==> config.mk <==
export PLATFORM = sky130hd
export DESIGN_NAME = store_merge_unit_flat
export DESIGN_NICKNAME = d
export VERILOG_FILES = /design/src/rtl/store_merge_unit_if.sv /design/src/rtl/store_merge_unit.sv /design/src/flat_wrapper.sv
export SDC_FILE = /design/constraint.sdc
export NUM_CORES = 1
export LEC_CHECK = 0
export CORE_MARGIN = 1.5
export CORE_UTILIZATION = 53
export CTS_BUF_LIST = sky130_fd_sc_hd__clkbuf_4
export CTS_CLUSTER_DIAMETER = 100
export CTS_CLUSTER_SIZE = 20
export DETAILED_ROUTE_END_ITERATION = 8
export GPL_TIMING_DRIVEN = 0
export PLACE_DENSITY = 0.92
export SYNTH_ARGS = -nofsm -noshare
export SYNTH_HDL_FRONTEND = slang
export SYNTH_SLANG_ARGS = --single-unit
==> constraint.sdc <==
create_clock -name clk -period 4.75 [get_ports clk]
set_clock_uncertainty 0.05 [all_clocks]
set_input_delay 0.7125 -clock clk [delete_from_list [all_inputs] [get_ports clk]]
set_output_delay 0.7125 -clock clk [all_outputs]
set_load 0.005 [all_outputs]
==> src/rtl/store_merge_unit_if.sv <==
// store_merge_unit_if
// Purpose : doubleword-wide data memory bus between the store merge unit
//           (master) and the data memory (slave).
// Signals : mem_addr   - doubleword-aligned byte address
//           mem_rd     - one-cycle read request
//           mem_rdata  - read data returned by memory
//           mem_rvalid - read data valid, one or more cycles after mem_rd
//           mem_wr     - one-cycle write strobe
//           mem_wdata  - doubleword to write
interface store_merge_unit_if #(
    parameter int ADDR_W = 64
) ();
    logic [ADDR_W-1:0] mem_addr;
    logic              mem_rd;
    logic [63:0]       mem_rdata;
    logic              mem_rvalid;
    logic              mem_wr;
    logic [63:0]       mem_wdata;

    modport master (
        output mem_addr, mem_rd, mem_wr, mem_wdata,
        input  mem_rdata, mem_rvalid
    );

    modport slave (
        input  mem_addr, mem_rd, mem_wr, mem_wdata,
        output mem_rdata, mem_rvalid
    );
endinterface

==> src/rtl/store_merge_unit.sv <==
// store_merge_unit
// Purpose : writes the low 8/16/32/64 bits of a register into a 64-bit data
//           memory. Doubleword stores write directly; narrower stores read
//           the old doubleword, merge the new bytes at the addressed lane and
//           write the result back. Misaligned stores are rejected without
//           touching memory.
// Ports   : clk, reset_n   - clock, asynchronous active-low reset
//           st_start       - one-cycle store request, sampled only when idle
//           st_type        - 00 sd, 01 sw, 10 sh, 11 sb
//           st_addr        - byte address of the store
//           st_data        - register value to store
//           busy           - high whenever a store is in progress
//           done           - one-cycle completion / rejection pulse
//           misaligned     - valid with done; 1 = store rejected
//           mem            - data memory bus (master side)
module store_merge_unit #(
    parameter int ADDR_W = 64,
    parameter int DATA_W = 64
) (
    input  logic              clk,
    input  logic              reset_n,
    input  logic              st_start,
    input  logic [1:0]        st_type,
    input  logic [ADDR_W-1:0] st_addr,
    input  logic [DATA_W-1:0] st_data,
    output logic              busy,
    output logic              done,
    output logic              misaligned,
    store_merge_unit_if.master mem
);

    typedef enum logic [2:0] {
        IDLE,
        READ,
        WAIT,
        WRITE,
        DONE,
        REJECT
    } state_t;

    state_t            state;
    logic [1:0]        type_q;
    logic [2:0]        off_q;
    logic [DATA_W-1:0] data_q;

    logic              addr_bad;
    logic [7:0]        byte_mask;
    logic [7:0]        lane_mask;
    logic [DATA_W-1:0] shifted;
    logic [DATA_W-1:0] merged;

    // Alignment check on the incoming request, evaluated while idle.
    always_comb begin
        addr_bad = 1'b0;
        case (st_type)
            2'b00:   addr_bad = |st_addr[2:0];
            2'b01:   addr_bad = |st_addr[1:0];
            2'b10:   addr_bad = st_addr[0];
            default: addr_bad = 1'b0;
        endcase
    end

    // Byte-lane merge: the register bytes are shifted up to the addressed
    // lane and replace only those lanes of the captured read data. Alignment
    // guarantees the shifted mask never spills past byte 7.
    always_comb begin
        byte_mask = 8'h01;
        case (type_q)
            2'b00:   byte_mask = 8'hFF;
            2'b01:   byte_mask = 8'h0F;
            2'b10:   byte_mask = 8'h03;
            default: byte_mask = 8'h01;
        endcase
        lane_mask = byte_mask << off_q;
        shifted   = data_q << {off_q, 3'b000};
        merged    = '0;
        for (int i = 0; i < 8; i++) begin
            merged[i*8 +: 8] = lane_mask[i] ? shifted[i*8 +: 8] : mem.mem_rdata[i*8 +: 8];
        end
    end

    // Store sequencer. All outputs are registered and set on entry to the
    // state that owns them, so mem_rd/mem_wr/done are single-cycle pulses
    // by construction and can never overlap.
    always_ff @(posedge clk or negedge reset_n) begin
        if (!reset_n) begin
            state         <= IDLE;
            type_q        <= '0;
            off_q         <= '0;
            data_q        <= '0;
            busy          <= 1'b0;
            done          <= 1'b0;
            misaligned    <= 1'b0;
            mem.mem_addr  <= '0;
            mem.mem_rd    <= 1'b0;
            mem.mem_wr    <= 1'b0;
            mem.mem_wdata <= '0;
        end else begin
            done       <= 1'b0;
            misaligned <= 1'b0;
            mem.mem_rd <= 1'b0;
            mem.mem_wr <= 1'b0;
            case (state)
                IDLE: begin
                    busy <= 1'b0;
                    if (st_start) begin
                        type_q       <= st_type;
                        off_q        <= st_addr[2:0];
                        data_q       <= st_data;
                        mem.mem_addr <= {st_addr[ADDR_W-1:3], 3'b000};
                        busy         <= 1'b1;
                        if (addr_bad) begin
                            state      <= REJECT;
                            done       <= 1'b1;
                            misaligned <= 1'b1;
                        end else if (st_type == 2'b00) begin
                            state         <= WRITE;
                            mem.mem_wr    <= 1'b1;
                            mem.mem_wdata <= st_data;
                        end else begin
                            state      <= READ;
                            mem.mem_rd <= 1'b1;
                        end
                    end
                end
                READ: begin
                    state <= WAIT;
                end
                WAIT: begin
                    if (mem.mem_rvalid) begin
                        state         <= WRITE;
                        mem.mem_wr    <= 1'b1;
                        mem.mem_wdata <= merged;
                    end
                end
                WRITE: begin
                    state <= DONE;
                    done  <= 1'b1;
                end
                DONE, REJECT: begin
                    state <= IDLE;
                    busy  <= 1'b0;
                end
                default: begin
                    state <= IDLE;
                    busy  <= 1'b0;
                end
            endcase
        end
    end

endmodule

==> src/flat_wrapper.sv <==
// flat-port wrapper written by rule: the top's interface ports become plain ports
module store_merge_unit_flat 
#(
    parameter int ADDR_W = 64,
    parameter int DATA_W = 64
)
  (clk, reset_n, st_start, st_type, st_addr, st_data, busy, done, misaligned, mem_mem_addr, mem_mem_rd, mem_mem_wr, mem_mem_wdata, mem_mem_rdata, mem_mem_rvalid);
  store_merge_unit_if #(.ADDR_W(ADDR_W)) mem_i ();
  input  logic clk;
  input  logic reset_n;
  input  logic st_start;
  input  logic [1:0] st_type;
  input  logic [ADDR_W-1:0] st_addr;
  input  logic [DATA_W-1:0] st_data;
  output logic busy;
  output logic done;
  output logic misaligned;
  output wire logic [$bits(mem_i.mem_addr)-1:0] mem_mem_addr;
  output wire logic [$bits(mem_i.mem_rd)-1:0] mem_mem_rd;
  output wire logic [$bits(mem_i.mem_wr)-1:0] mem_mem_wr;
  output wire logic [$bits(mem_i.mem_wdata)-1:0] mem_mem_wdata;
  input wire logic [$bits(mem_i.mem_rdata)-1:0] mem_mem_rdata;
  input wire logic [$bits(mem_i.mem_rvalid)-1:0] mem_mem_rvalid;
  assign mem_mem_addr = mem_i.mem_addr;
  assign mem_mem_rd = mem_i.mem_rd;
  assign mem_mem_wr = mem_i.mem_wr;
  assign mem_mem_wdata = mem_i.mem_wdata;
  assign mem_i.mem_rdata = mem_mem_rdata;
  assign mem_i.mem_rvalid = mem_mem_rvalid;
  store_merge_unit #(.ADDR_W(ADDR_W), .DATA_W(DATA_W)) u_core (.clk(clk), .reset_n(reset_n), .st_start(st_start), .st_type(st_type), .st_addr(st_addr), .st_data(st_data), .busy(busy), .done(done), .misaligned(misaligned), .mem(mem_i));
endmodule
# Word-level counts from Yosys, hierarchy flattened
# Index checks and enable logic that the tools add are counted.
# Widths: inputs -> output; s select.
# totals
register_bits	202
inputBits	198
out_inout_bits	133
wordCells	69
# classes
n_shift	2
mux	35
n_eq_ne	11
n_reduce_logical	10
# ops
operator	n
$mux 64	4
$pmux 64 s2	1
$mux 8	8
$shl 64x6->64	1
$pmux 8 s3	1
$mux 1	12
$pmux 3 s4	1
$mux 3	3
$shl 8x3->8	1
$eq 3x2->1 const B	2
$ne 2x2->1 const B	3
$pmux 1 s2	3
$reduce_or 3->1	2
$reduce_and 5->1	1
$eq 2x1->1 const B	2
$eq 2x2->1 const B	2
$logic_not 2->1	2
$reduce_and 2->1	2
$eq 3x1->1 const B	1
$logic_not 3->1	1
$pmux 1 s3	1
$mux 2	1
$ne 2x1->1 const B	1
$reduce_bool 2->1	1
$reduce_or 2->1	1

# Depth between registers and ports, before layout
# Gate-level depths: netlist of run 1.
# depth
ltp_word	6
ltp_mapped	9
ltp_nobuf	6

# Worst setup path before layout of run 1
# Ideal clock, no wire load.
# synth_path
kind	input port to flip-flop
startpoint	input port st_addr[0]
endpoint	register u_core.mem.mem_wdata[15]
required_time_ps	4581
setup_time_ps	119
path_slack_ps	2481
n_path_buf	2
arrival_ps	2100
cell_stages	8
cell_sequence	or4_1 -> nor2_1 -> a22oi_4 -> inv_2 -> buf_2 -> buf_4 -> o211ai_1 -> o21a_1
# synth_via
elab_chain_len	4
word_cells_on_any_way	5
classes_between	1 x eq/ne; 1 x mux; 3 x reduce/logical
# synth_rtl
element	line	rtl
from (decl)	flat_wrapper.sv:13	input logic [ADDR_W-1:0] st_addr;
$reduce_or 3->1 / $reduce_or 2->1 (equally long branches)	store_merge_unit.sv:56, store_merge_unit.sv:57	
$pmux 1 s3 *	store_merge_unit.sv:55	case (st_type)
$ne 2x2->1 (no source line) *	n/a	
$reduce_and 5->1 (no source line) *	n/a	
to (signal assigned)	store_merge_unit.sv:119	mem.mem_wdata <= st_data;
to (signal assigned)	store_merge_unit.sv:133	mem.mem_wdata <= merged;
to (decl)	store_merge_unit_if.sv:21	output mem_addr, mem_rd, mem_wr, mem_wdata,
# Mark *: on every way between the ends. The rest lies on a longest branch, timed or not.
# A chain may end at the register's enable or synchronous reset.

# Final worst setup path of run 1
# layout_path
startpoint	input port st_start
endpoint	register u_core.data_q[3]
# layout_via
elab_chain_len	1
# layout_rtl
element	line	rtl
from (decl)	flat_wrapper.sv:11	input logic st_start;
$reduce_and 2->1 (no source line)	n/a	
to (signal assigned)	store_merge_unit.sv:109	data_q <= st_data;
to (decl)	store_merge_unit.sv:44	logic [DATA_W-1:0] data_q;
# No other way between the ends.

==> results of run 1 <==
## path summary, 6_finish.rpt
path	end	depth (start not counted)	slack [ps]
worst min-delay path	u_core.data_q[56]	2	450
max in group asynchronous	u_core.mem.mem_addr[44]	3	3020
min in group asynchronous	u_core.mem.mem_wdata[45]	2	560
worst max register to register	u_core.data_q[3]	5	1890
worst min register to register	u_core.data_q[56]	2	450
worst max-delay path	u_core.data_q[3]	6	1880
## synthesized netlist by cell type, types with 2 or more instances
master	n
a22oi_1	25
a31oi_1	17
buf_4	11
and2_1	3
dfrtp_1	202
o21a_1	8
o21bai_1	10
o21ai_0	37
buf_2	22
o22a_2	2
o211ai_1	22
clkbuf_1	53
a32oi_1	8
a21boi_0	2
mux4_2	24
nand2b_1	2
a21oi_1	55
a22o_1	7
o22a_1	7
nor2b_1	12
nand2_1	481
buf_1	4
and2_0	2
a211oi_1	17
buf_6	4
a211o_1	8
o22ai_1	2
nor3_1	3
o2bb2ai_1	8
mux2i_1	58
nand3_1	7
inv_1	5
nor2_1	46
a2111oi_0	8
o21ai_1	2
mux2_2	8
## power groups by stage
stage	Clock [mW]	Sequential [mW]	Combinational (mW)
floorplan	0	3.12	3.28
global placement	0	3.44	5.67
detailed placement	0	3.46	5.81
CTS	0.710	3.42	5.84
global route	0.763	3.52	6.38
finish	0.712	3.48	5.94
## what timing repair did
item                                   CTS  global route
endpoints found under the hold margin   13             0
setup endpoints to repair                0             0
hold buffers                             1             0
## per-stage QoR
stage	cells	utilization [%]
2_1_floorplan	1212	-
3_3_place_gp	1804	72.78
3_5_place_dp	1805	72.95
4_1_cts	1822	73.68
5_1_grt	1824	73.70
6_report	1825	73.71
## layout make-up
type                    count  area [um2]
repair buffers            329        3316
inverters                   6       22.52
clock inverters             1       20.02
plain buffers              94       451.7
diodes                      3       7.507
clock buffers              15       112.6
multi-input cells         910        5171
flip-flops and latches    202        5055
well taps                 265       331.6
fillers                  1457        5166
## kinds of logic (layout without fill, tap and decap cells)
family          Yosys count  count (layout)  share of synthesized area (%)
simple gates            565             565                          20.84
compound gates          252             252                          16.09
flops                   202             202                          47.27
buf+inv                 100             445                          4.435
mux                      90              90                          11.33
other cells               1               6                        0.03507
## per-layer routing
layer / vias to the layer above / global-route usage, % / part of all wire [%]
li1: 4823 / - / -
met3: 164 / 8.742 / 11
met2: 811 / 68.16 / 47
met1: 5266 / 49.43 / 35
met5: - / 0 / 0
met4: 0 / 23.40 / 6.1
## flip-flops by register name (all words and copies together), names as in the netlist
signal and flops:
u_core.data_q 64, u_core.mem.mem_wdata 64, u_core.mem.mem_addr 61, u_core.off_q 3, u_core.state 3, u_core.type_q 2
u_core.busy 1, u_core.done 1, u_core.mem.mem_rd 1, u_core.mem.mem_wr 1, u_core.misaligned 1
## critical path, cell delays in order
cell             delay, ps
clkdlybuf4s50_1        520
nor4b_2                810
clkbuf_1               590
clkbuf_1               550
nand2_1                150
nand2_1                 80
==> results.py, run 1 <==
metrics = {
    "clocking": {
        "clkLatencyLatePin_ps": 660,
        "clock_path_buffers": 3,
        "clkTransAtPathRegs_ps": 180,
        "ctsHtreeMaxLevel": 1,
        "cts_setup_buffers": 0,
        "numCtsBuffers": 14,
        "cts_tree": "done",
        "cts_num_sinks": 202,
        "ctsResizeCount": 0,
        "cts_root_buf": "clkbuf_4",
    },
    "timing": {
        "fmaxAchievable_mhz": 348.8,
        "tns_ps": 0,
        "hold_viol_final": 0,
        "fin_ws_ps": 1883,
        "maxSlewHeadroom_pct": 17.41,
        "tightest_slew_ps": 1239,
        "rsz0062_at_grt": "false",
        "finalCritPeriodShare_pct": 60.36,
        "slew_violations": 0,
        "timing.hold.ws_ps": 450.4,
        "setup_viol": 0,
        "finalCriticalPeriod_ps": 2867,
    },
    "yosys": {
        "async_flop_share_pct": 100.0,
        "synth.area.top_cells": "dfrtp_1, nand2_1, mux2i_1",
        "yosysTopAreaCell": "dfrtp_1",
        "ys_warn_count": 0,
        "synthCells": 1210,
        "synth-seq-cells": 202,
        "synthFlopType": "dfrtp_1",
        "synth.cell_area_um2": 10690,
        "ys_types": 54,
        "syn_area_per_cell_um2": 8.837,
        "ys_seq_area_share_pct": 47.27,
        "synth_top_area_share_pct": 47.27,
        "synth_edf_count": 0,
    },
    "worst_setup_path": {
        "critPathRequiredTime_ps": 5300,
        "r2r-start": "u_core.state[1]",
        "cp.arrival_ps": 3420,
        "setup.worst_path.start": "st_start",
        "cp-start-kind": "primary input",
        "criticalPathCategory": "primary input to flop",
        "crit_path_max_fanout": 10,
        "crit_path_end_kind": "flop",
    },
    "detailed_routing": {
        "wl_mm": 42.98,
        "drtIter0Drc": 1076,
        "vias": 11060,
        "first_pass_iters": 7,
        "drc": 0,
        "via_per_inst": 6.062,
        "routedWlPerCell_um": 23.55,
        "postRouteAntennaNets": 0,
    },
    "pwr": {
        "p_leak_nw": 6.514,
        "vdd_ir_drop_max_mv": 0.4066,
        "pwr-share-clk_pct": 7.0,
        "intPower_mw": 5.407,
        "p_per_area_nw_per_um2": 699.3,
        "total_power_mw": 10.13,
        "switchingPower_mw": 4.725,
        "pwr-share-comb_pct": 58.6,
        "p_sw_share_pct": 46.63,
        "seqPwrFrac_pct": 34.4,
    },
    "run": {
        "cap_violations": 0,
    },
    "grt": {
        "grt_remaining_overflow": 0,
        "antenna_found_initial": 2,
        "grt_pass1_vias": 11250,
        "track_usage_pct": 40.98,
        "grt_start_max_net_pins": 117,
        "grt_pass1_wl_mm": 65.84,
    },
    "floorplanning": {
        "initial_core_util_pct": 54.41,
        "die_h_um": 145.0,
        "die_x_um": 145.0,
        "rows": 51,
        "ios": 331,
        "die-area_um2": 21040,
        "core-area_um2": 19650,
    },
    "cells_and_area": {
        "drive_gt1_share_pct": 6.230,
        "final_area_um2": 14490,
        "final_cell_mix": "nand2_1, clkdlybuf4s50_1, dfrtp_1",
        "final_nets": 1755,
        "layout-area-overhead-vs-synth_pct": 35.49,
        "final_common_cell": "nand2_1",
    },
    "placed_design": {
        "io_buffers": 327,
        "gp_congestion": 1.043,
        "post-dp-hpwl_mm": 33.28,
        "place_area_um2": 14340,
        "dp_slack_ps": 1272,
    },
    "min_path": {
        "min_path_type": "flop to flop",
        "min_from": "u_core.data_q[56]",
    },
    "run_status": {
        "status": "finished, final reports clean",
    },
}
Note: power is estimated with default switching activity, not from simulation.
==> inputs of run 2 (changes only) <==
- CORE_UTILIZATION: 53 -> 49
- PLACE_DENSITY: 0.92 -> 0.86
- clock period: 4.75 -> 2.8 ns (I/O delays scaled with it)
==> results.py, run 2 (synthesized netlist as in run 1, its figures left out) <==
metrics = {
    "clocking": {
        "cts_tree": "done",
        "clkLatencyLatePin_ps": 700,
        "cts_num_sinks": 202,
        "cts_setup_buffers": 0,
        "clock_path_buffers": 3,
        "ctsHtreeMaxLevel": 1,
        "numCtsBuffers": 14,
        "cts_root_buf": "clkbuf_4",
        "clkTransAtPathRegs_ps": 220,
    },
    "placed_design": {
        "io_buffers": 327,
        "post-dp-hpwl_mm": 32.95,
        "gp_congestion": 1.059,
    },
    "timing": {
        "maxSlewHeadroom_pct": 16.44,
        "rsz0062_at_grt": "false",
        "tns_ps": 0,
        "tightest_slew_ps": 1253,
        "slew_violations": 0,
        "finalCriticalPeriod_ps": 2711,
        "finalCritPeriodShare_pct": 96.82,
        "fmaxAchievable_mhz": 368.9,
        "hold_viol_final": 0,
        "setup_viol": 0,
    },
    "detailed_routing": {
        "drtIter0Drc": 785,
        "postRouteAntennaNets": 0,
        "routedWlPerCell_um": 23.27,
        "vias": 10800,
        "drc": 0,
        "first_pass_iters": 5,
        "wl_mm": 42.65,
        "via_per_inst": 5.894,
    },
    "cells_and_area": {
        "final_common_cell": "nand2_1",
        "final_cell_mix": "nand2_1, clkdlybuf4s50_1, dfrtp_1",
        "top_regs": "u_core.data_q x64, u_core.mem.mem_wdata x64, u_core.mem.mem_addr x61",
        "drive_gt1_share_pct": 6.294,
        "final_nets": 1755,
        "fillCellCount": 1702,
        "layout-area-overhead-vs-synth_pct": 35.68,
    },
    "grt": {
        "track_usage_pct": 37.40,
        "grt_pass1_vias": 10580,
        "grt_start_max_net_pins": 123,
        "grt_pass1_wl_mm": 62.30,
        "antenna_found_initial": 1,
        "grt_remaining_overflow": 0,
    },
    "floorplanning": {
        "rows": 53,
        "die_h_um": 150.7,
        "die_x_um": 150.7,
        "ios": 331,
        "die-area_um2": 22720,
        "core-area_um2": 21220,
        "initial_core_util_pct": 50.39,
    },
    "worst_setup_path": {
        "criticalPathCategory": "flop to flop",
        "crit_path_max_fanout": 10,
        "critPathRequiredTime_ps": 3400,
        "cp_slowest_cell": "nor3_1",
        "cp_common_cell": "buf_6",
        "critical_path.cell_chain": "buf_2 > buf_6 > buf_6 > nor3_1 > a22oi_1 > a21boi_0 > o22a_1",
        "cp-start-kind": "flop",
        "crit_path_end_kind": "flop",
        "cpPeakStageDelay_ps": 760,
        "cp.arrival_ps": 3310,
    },
    "pwr": {
        "vdd_ir_drop_max_mv": 0.7288,
        "total_power_mw": 17.14,
        "p_leak_nw": 6.518,
        "p_per_area_nw_per_um2": 1181,
    },
    "run": {
        "cap_violations": 0,
    },
    "min_path": {
        "min_path_type": "primary input to flop",
    },
    "run_status": {
        "status": "finished, final reports clean",
    },
}
==> run 2: final cells by class <==
type / count / area, um2 / area share [%]
Inverter: 6 / 22.52 / 0.1552
Antenna cell: 1 / 2.502 / 0.01725
Multi-Input combinational cell: 910 / 5184 / 35.73
Clock buffer: 15 / 112.6 / 0.7762
Tap cell: 275 / 344.1 / 2.372
Buffer: 94 / 451.7 / 3.113
Timing Repair Buffer: 329 / 3316 / 22.85
Sequential cell: 202 / 5055 / 34.84
Clock inverter: 1 / 20.02 / 0.1380
==> run 2: final timing paths <==
| check | slack [ps] | cells past startpoint | start | end |
|---|---|---|---|---|
| max | 90 | 7 | u_core.off_q[0] | u_core.mem.mem_wdata[36] |
| max in group asynchronous | 1380 | 3 | reset_n | u_core.mem.mem_addr[26] |
| min reg2reg | 450 | 2 | u_core.mem.mem_wdata[3] | u_core.mem.mem_wdata[3] |
| min in group asynchronous | 200 | 2 | reset_n | u_core.mem.mem_wdata[7] |
| min | 180 | 3 | st_addr[3] | u_core.mem.mem_addr[3] |
| max reg2reg | 90 | 7 | u_core.off_q[0] | u_core.mem.mem_wdata[36] |
==> run 2: what timing repair did <==
item                                    4_1_cts  5_1_grt
hold buffers                                  1        0
resized for setup                             1        1
endpoints found under the setup margin       22        3
hold endpoints to repair                     80        0
==> run 2: where the power goes <==
part,total (mW),internal [mW],switching (mW),leakage [nW]
combinational,10.1,4.62,5.45,3.98
sequential,5.86,4.30,1.55,2.46
clock,1.22,0.269,0.954,0.0788
==> run 2: stage by stage <==
step | hold slack [ps] | cells | cell area, um2 | setup WS [ps] | util, %
global placement | 403.9 | 1814 | 14320 | -7104 | 67.47
global route | 166.7 | 1833 | 14510 | 24.19 | 68.37
floorplan | 74.41 | 1212 | 10700 | 727.4 | -
finish | 177.7 | 1833 | 14510 | 89.00 | 68.37
detailed placement | 392.3 | 1815 | 14350 | -487.0 | 67.62
CTS | 165.2 | 1832 | 14500 | 126.1 | 68.34
==> run 2: worst max-delay path: cells and delay by family, from the launching register on <==
kind,cells,cell delay (ps)
buffers and inverters,3,500
DFF,1,410
and+or+nand+nor,1,760
AOI/OAI and AO/OA,3,950
==> run 2: layer usage <==
layer	wire length, um	global-route usage, %	share of wire (%)
met3	4386	6.424	10
met5	0	0	0
met4	2514	19.56	5.9
met1	15910	48.11	37
met2	19840	60.57	47
==> edit 1, RTL diff (settings of run 2) <==
Put one more register stage on the output `done`. The value now appears one clock later. The other outputs are not delayed to match. Comments in the files are not updated.
--- a/src/rtl/store_merge_unit.sv
+++ b/src/rtl/store_merge_unit.sv
@@ -37,6 +37,8 @@
         DONE,
         REJECT
     } state_t;
+
+    logic done_s0;
 
     state_t            state;
     logic [1:0]        type_q;
@@ -89,14 +91,14 @@
             off_q         <= '0;
             data_q        <= '0;
             busy          <= 1'b0;
-            done          <= 1'b0;
+            done_s0       <= 1'b0;
             misaligned    <= 1'b0;
             mem.mem_addr  <= '0;
             mem.mem_rd    <= 1'b0;
             mem.mem_wr    <= 1'b0;
             mem.mem_wdata <= '0;
         end else begin
-            done       <= 1'b0;
+            done_s0    <= 1'b0;
             misaligned <= 1'b0;
             mem.mem_rd <= 1'b0;
             mem.mem_wr <= 1'b0;
@@ -111,7 +113,7 @@
                         busy         <= 1'b1;
                         if (addr_bad) begin
                             state      <= REJECT;
-                            done       <= 1'b1;
+                            done_s0    <= 1'b1;
                             misaligned <= 1'b1;
                         end else if (st_type == 2'b00) begin
                             state         <= WRITE;
@@ -135,7 +137,7 @@
                 end
                 WRITE: begin
                     state <= DONE;
-                    done  <= 1'b1;
+                    done_s0 <= 1'b1;
                 end
                 DONE, REJECT: begin
                     state <= IDLE;
@@ -149,5 +151,9 @@
         end
     end
 
+    always_ff @(posedge clk) begin
+        done <= done_s0;
+    end
+
 endmodule
 
Function: changed (Yosys sat finds a counterexample within 4 cycles, from zero or initial values and one cycle with reset_n low).
==> edit 1 against run 2 <==
- fmax grew 1.9%
- sequential share of layout area barely moved
- design area rose by 0.50%
- synthesized area increased by 0.19%
- power increased by 1.6%
- wire length increased by 3.1%
- utilization rose by 0.34 points
- sequential cell count grew 1
- worst setup slack better by 0.051 ns
- critical endpoint unchanged
==> edit 1: results (changes against run 2) <==
| Metric | Value |
|---|---|
| DRT Pass-1 Iters | 6 (+1) |
| Dpl hpwl | 34100 um (+3.3%) |
| Later-pin clock latency in the skew report | 0.66 ns (-0.04 ns) |
| Status | finished clean |
| Non-clock buffer count | 425 (+0.47%) |
| ANT cells | 2 (+1) |
| Fraction of the yosys area taken by sequential cells | 0.474 (+0.000985) |
| ClkCell Share | 0.0112 (+0.00201) |
| Synth Area in Compound Gates | 0.161 (-0.000301) |
| Fill count | 1667 (-2.1%) |
| Data buffer area share | 0.259 (-0.000262) |
| Setup Slack @ Placement | -0.422 ns (+0.0647 ns) |
| Share of cells above drive strength 1 | 0.0671 (+0.00419) |
| Count of unique library cells instantiated by Yosys | 55 (+1.9%) |
| Post-synthesis async set-or-reset flop share | 0.995 (-0.00493) |
| Initial DRC Count | 860 (+9.6%) |
| CP max stage delay | 0.59 ns (-0.17 ns) |
| Clkbuf count | 19 (+4) |
| All-Layer GR Usage | 0.386 (+0.0124) |
| LEAKAGE | 6.56 nW (+0.58%) |
| Pin count of the biggest net entering global routing | 114 (-7.3%) |
| GP Congestion | 1.01 (-5.1%) |
| Top cells by area, synth | dfrtp_1, nand2_1, mux2i_1 |
| Worst setup path end | u_core.mem.mem_wdata[36]$_DFFE_PN0P_ |
| Worst IR drop on VDD | 828 uV (+14%) |
| Mean routed wirelength per cell | 23.9 um (+2.6%) |
| Via Count | 10800 (-0.074%) |
| R2R Setup Slk | 0.14 ns (+0.05 ns) |
| First-pass GRT wire length | 64500 um (+3.6%) |
| Placed cell areas | 14400 sq um (+0.14%) |
[edit 1: cell count changes in the layout (fill, tap and decap cells not counted), sizes merged]
cell / before / now
dfxtp: 0 / 1
buf: 43 / 45
clkbuf: 68 / 72
diode: 1 / 2
[edit 1: per-layer routing]
layer,routed length (um),track usage,vias to the layer above
met2,20900,0.645,671
met4,2220,0.177,0
met5,0,0,-
met3,4460,0.0880,126
li1,-,-,4833
met1,16300,0.477,5166
[edit 1: worst min path at each step]
stage	startpoint	end	slack, ns	cells past startpoint
after detailed placement	u_core.done_s0$_DFF_PN0_	u_core.done$_DFF_P_	0.28	0
final	st_addr[43]	u_core.mem.mem_addr[43]$_DFFE_PN0P_	0.22	3
after global placement	u_core.done_s0$_DFF_PN0_	u_core.done$_DFF_P_	0.28	0
after CTS	st_addr[44]	u_core.mem.mem_addr[44]$_DFFE_PN0P_	0.18	3
after global routing	st_addr[45]	u_core.mem.mem_addr[45]$_DFFE_PN0P_	0.18	3
after floorplan	reset_n	u_core.busy$_DFFE_PN0N_	0.07	0
[edit 1: per-stage QoR]
stage | util | TNS, ns | hold slack (ns) | instances
2_1_floorplan | - | 0 | 0.0744 | 1213
3_3_place_gp | 0.676 | -1456.28 | 0.280 | 1815
3_5_place_dp | 0.677 | -27.06 | 0.283 | 1816
4_1_cts | 0.686 | 0 | 0.178 | 1837
5_1_grt | 0.687 | 0 | 0.181 | 1841
6_report | 0.687 | 0 | 0.217 | 1841
[edit 1: power by group]
part | total (W) | switching, W | leakage, nW | internal [W]
clock network | 0.00129 | 0.000964 | 0.0972 | 0.000329
logic | 0.0102 | 0.00554 | 3.99 | 0.00465
registers | 0.00593 | 0.00161 | 2.47 | 0.00432
[edit 1: logic make-up after synthesis]
family,Yosys count
other cells,1
simple gates,565
mux,90
compound gates,252
buf+inv,100
flops,203
==> edit 2, RTL diff (config.mk and constraints of run 2) <==
Made on the original files. `ADDR_W` is set to 64 in 3 places; all go to 128.
--- a/src/rtl/store_merge_unit_if.sv
+++ b/src/rtl/store_merge_unit_if.sv
@@ -8,7 +8,7 @@
 //           mem_wr     - one-cycle write strobe
 //           mem_wdata  - doubleword to write
 interface store_merge_unit_if #(
-    parameter int ADDR_W = 64
+    parameter int ADDR_W = 128
 ) ();
     logic [ADDR_W-1:0] mem_addr;
     logic              mem_rd;
--- a/src/rtl/store_merge_unit.sv
+++ b/src/rtl/store_merge_unit.sv
@@ -14,7 +14,7 @@
 //           misaligned     - valid with done; 1 = store rejected
 //           mem            - data memory bus (master side)
 module store_merge_unit #(
-    parameter int ADDR_W = 64,
+    parameter int ADDR_W = 128,
     parameter int DATA_W = 64
 ) (
     input  logic              clk,
--- a/src/flat_wrapper.sv
+++ b/src/flat_wrapper.sv
@@ -1,7 +1,7 @@
 // flat-port wrapper written by rule: the top's interface ports become plain ports
 module store_merge_unit_flat 
 #(
-    parameter int ADDR_W = 64,
+    parameter int ADDR_W = 128,
     parameter int DATA_W = 64
 )
   (clk, reset_n, st_start, st_type, st_addr, st_data, busy, done, misaligned, mem_mem_addr, mem_mem_rd, mem_mem_wr, mem_mem_wdata, mem_mem_rdata, mem_mem_rvalid);
Ports: changed (resized mem_mem_addr and st_addr); port bits go from 331 to 459. The function was not compared with the original's and may differ.
==> edit 2 against run 2 <==
- global-route usage grew 3.7 points
- synthesized area up 22%
- sequential cell count rose by 64
- design area is 26% higher
- critical path depth did not move
- wire length increased by 36%
- critical path type unchanged
- power rose by 26%
- clock power up 33%
- fmax decreased by 1.4%
- count of clock-buffer cells in the layout rose by 2
- worst setup slack lost 0.037 ns
- utilization is 1.9 points higher
- critical endpoint is now u_core.mem.mem_wdata[24]$_DFFE_PN0P_
==> edit 2: results (changes against run 2) <==
| Metric | Value |
|---|---|
| Warnings from Yosys | 0 (unchanged) |
| Worst-path clk slew | 0.22 ns (about the same) |
| Later-pin clock latency in the skew report | 0.69 ns |
| RR Endpoint | u_core.mem.mem_wdata[24]$_DFFE_PN0P_ |
| # H-tree levels | 1 (unchanged) |
| First-pass GRT wire length | 84600 um (+36%) |
| Placed cell areas | 18100 sq um (+26%) |
| DRT Pass-1 Iters | 9 (+4) |
| Clock Path Buffers | 3 (unchanged) |
| GP Congestion | 1.02 (-3.5%) |
| Internal | 0.0117 W (+27%) |
| Commonest cells post-synth | nand2_1, dfrtp_1, clkbuf_1 |
| Vias per inst | 5.85 (-0.68%) |
| Port Buffer Count | 455 (+39%) |
| Worst reg2reg path depth | 7 (unchanged) |
| Hold Path Origin | st_addr[53] |
| Top cells by area, synth | dfrtp_1, nand2_1, mux2i_1 |
| Worst IR drop on VDD | 704 uV (-3.4%) |
| Clk root buf | clkbuf_4 |
| Share of cells above drive strength 1 | 0.0500 (-0.0130) |
| R2R Setup Slk | 0.05 ns (-0.04 ns) |
| Initial DRC Count | 1698 (+120%) |
| Worst EP arrival | 3.25 ns (-0.06 ns) |
| Slew Limit Headroom | 0.355 (+0.191) |
| Hold path endpoint | u_core.mem.mem_addr[53]$_DFFE_PN0P_ |
| CP Max Fanout | 10 (unchanged) |
| Critical path startpoint | u_core.off_q[1]$_DFFE_PN0P_ |
| CTS buffer count | 17 (+3) |
| All-Layer GR Usage | 0.411 (+0.0370) |
| Nets | 2223 (+27%) |
| Min-Delay Path Depth | 3 (unchanged) |
| LEAKAGE | 8.35 nW (+28%) |
| Setup Slack @ Placement | -0.440 ns (+0.0471 ns) |
| Largest registers | u_core.mem.mem_addr (125), u_core.data_q (64), u_core.mem.mem_wdata (64) |
| Status | finished clean |
| Post-synthesis async set-or-reset flop share | 1.00 (unchanged) |
| Fraction of the yosys area taken by sequential cells | 0.510 (+0.0376) |
| Fin Hold WS | 0.167 ns (-0.0105 ns) |
| Count of unique library cells instantiated by Yosys | 53 (-1.9%) |
| Pin count of the biggest net entering global routing | 115 (-6.5%) |
| Vias in the first global route | 13500 (+28%) |
| Worst Hold Class | primary input to flip-flop |
| Mean routed wirelength per cell | 25.2 um (+8.2%) |
| Dpl hpwl | 45300 um (+37%) |
| Initial antenna violation count | 9 (+8) |
==> edit 2: cell types whose count changed after synthesis, moves of 2 or more <==
cell / delta
buf_4: -3
o22a_1: +2
clkbuf_1: +20
buf_2: -3
buf_1: +2
o22a_2: -2
dfrtp_1: +64
nand2_1: +192
==> edit 2: kinds of logic after synthesis <==
kind of cell | synth area share
simple gates | 0.226
other cells | 0.000288
flops | 0.510
mux | 0.0929
buf+inv | 0.0398
compound gates | 0.131
==> edit 2: how the worst max path moves through the flow <==
stage	depth (start not counted)	slack (ns)	endpoint
floorplan	7	0.73	u_core.mem.mem_wdata[32]$_DFFE_PN0P_
global placement	1	-10.16	u_core.mem.mem_addr[82]$_DFFE_PN0P_
detailed placement	9	-0.44	u_core.mem.mem_wdata[15]$_DFFE_PN0P_
CTS	8	0.004	u_core.mem.mem_wdata[15]$_DFFE_PN0P_
global route	8	0.03	u_core.mem.mem_wdata[15]$_DFFE_PN0P_
finish	7	0.05	u_core.mem.mem_wdata[24]$_DFFE_PN0P_
==> edit 2: final cells by class <==
class	instances	area (sq um)
repair buffers	459	4630
clock buffers	17	128
plain buffers	109	495
fillers	2035	7760
multi-input cells	1102	5890
flip-flops and latches	266	6660
diodes	8	20.0
clock inverters	2	41.3
inverters	6	22.5
well taps	335	419
==> edit 2: per-layer routing <==
| metal | share of wire | track usage | up-vias |
|---|---|---|---|
| li1 | - | - | 5900 |
| met1 | 0.37 | 0.507 | 6531 |
| met2 | 0.47 | 0.666 | 845 |
| met3 | 0.097 | 0.103 | 210 |
| met4 | 0.062 | 0.220 | 2 |
| met5 | 0.00022 | 0 | - |
==> edit 2: timing repair <==
item,CTS,global route
hold buffers,1,0
pin swaps,1,0
setup buffers,1,0
hold endpoints to repair,76,0
resized for setup,0,7
setup endpoints to repair,1,59
==> edit 2: through the flow <==
step,cells,utilization,TNS (ns),total power (W)
floorplan,1484,-,0,0.0131
global placement,2274,0.692,-2733.61,0.0194
detailed placement,2276,0.694,-46.47,0.0196
CTS,2297,0.701,0,0.0213
global route,2303,0.702,0,0.0227
finish,2304,0.702,0,0.0216
==> edit 2: worst max-delay path, stage by stage (launching register included) <==
cell and delay, ns:
dfrtp_1 0.46, buf_6 0.16, buf_2 0.24, buf_4 0.27, mux2i_1 0.38, a2111oi_0 0.19
a211oi_1 0.62, o21ai_0 0.24
==> edit 2: power groups by stage <==
stage | logic (W) | registers (W) | clock network [W]
floorplan | 0.00614 | 0.00693 | 0
global placement | 0.0120 | 0.00734 | 0
detailed placement | 0.0122 | 0.00738 | 0
CTS | 0.0123 | 0.00731 | 0.00162
global route | 0.0134 | 0.00754 | 0.00174
finish | 0.0125 | 0.00741 | 0.00162
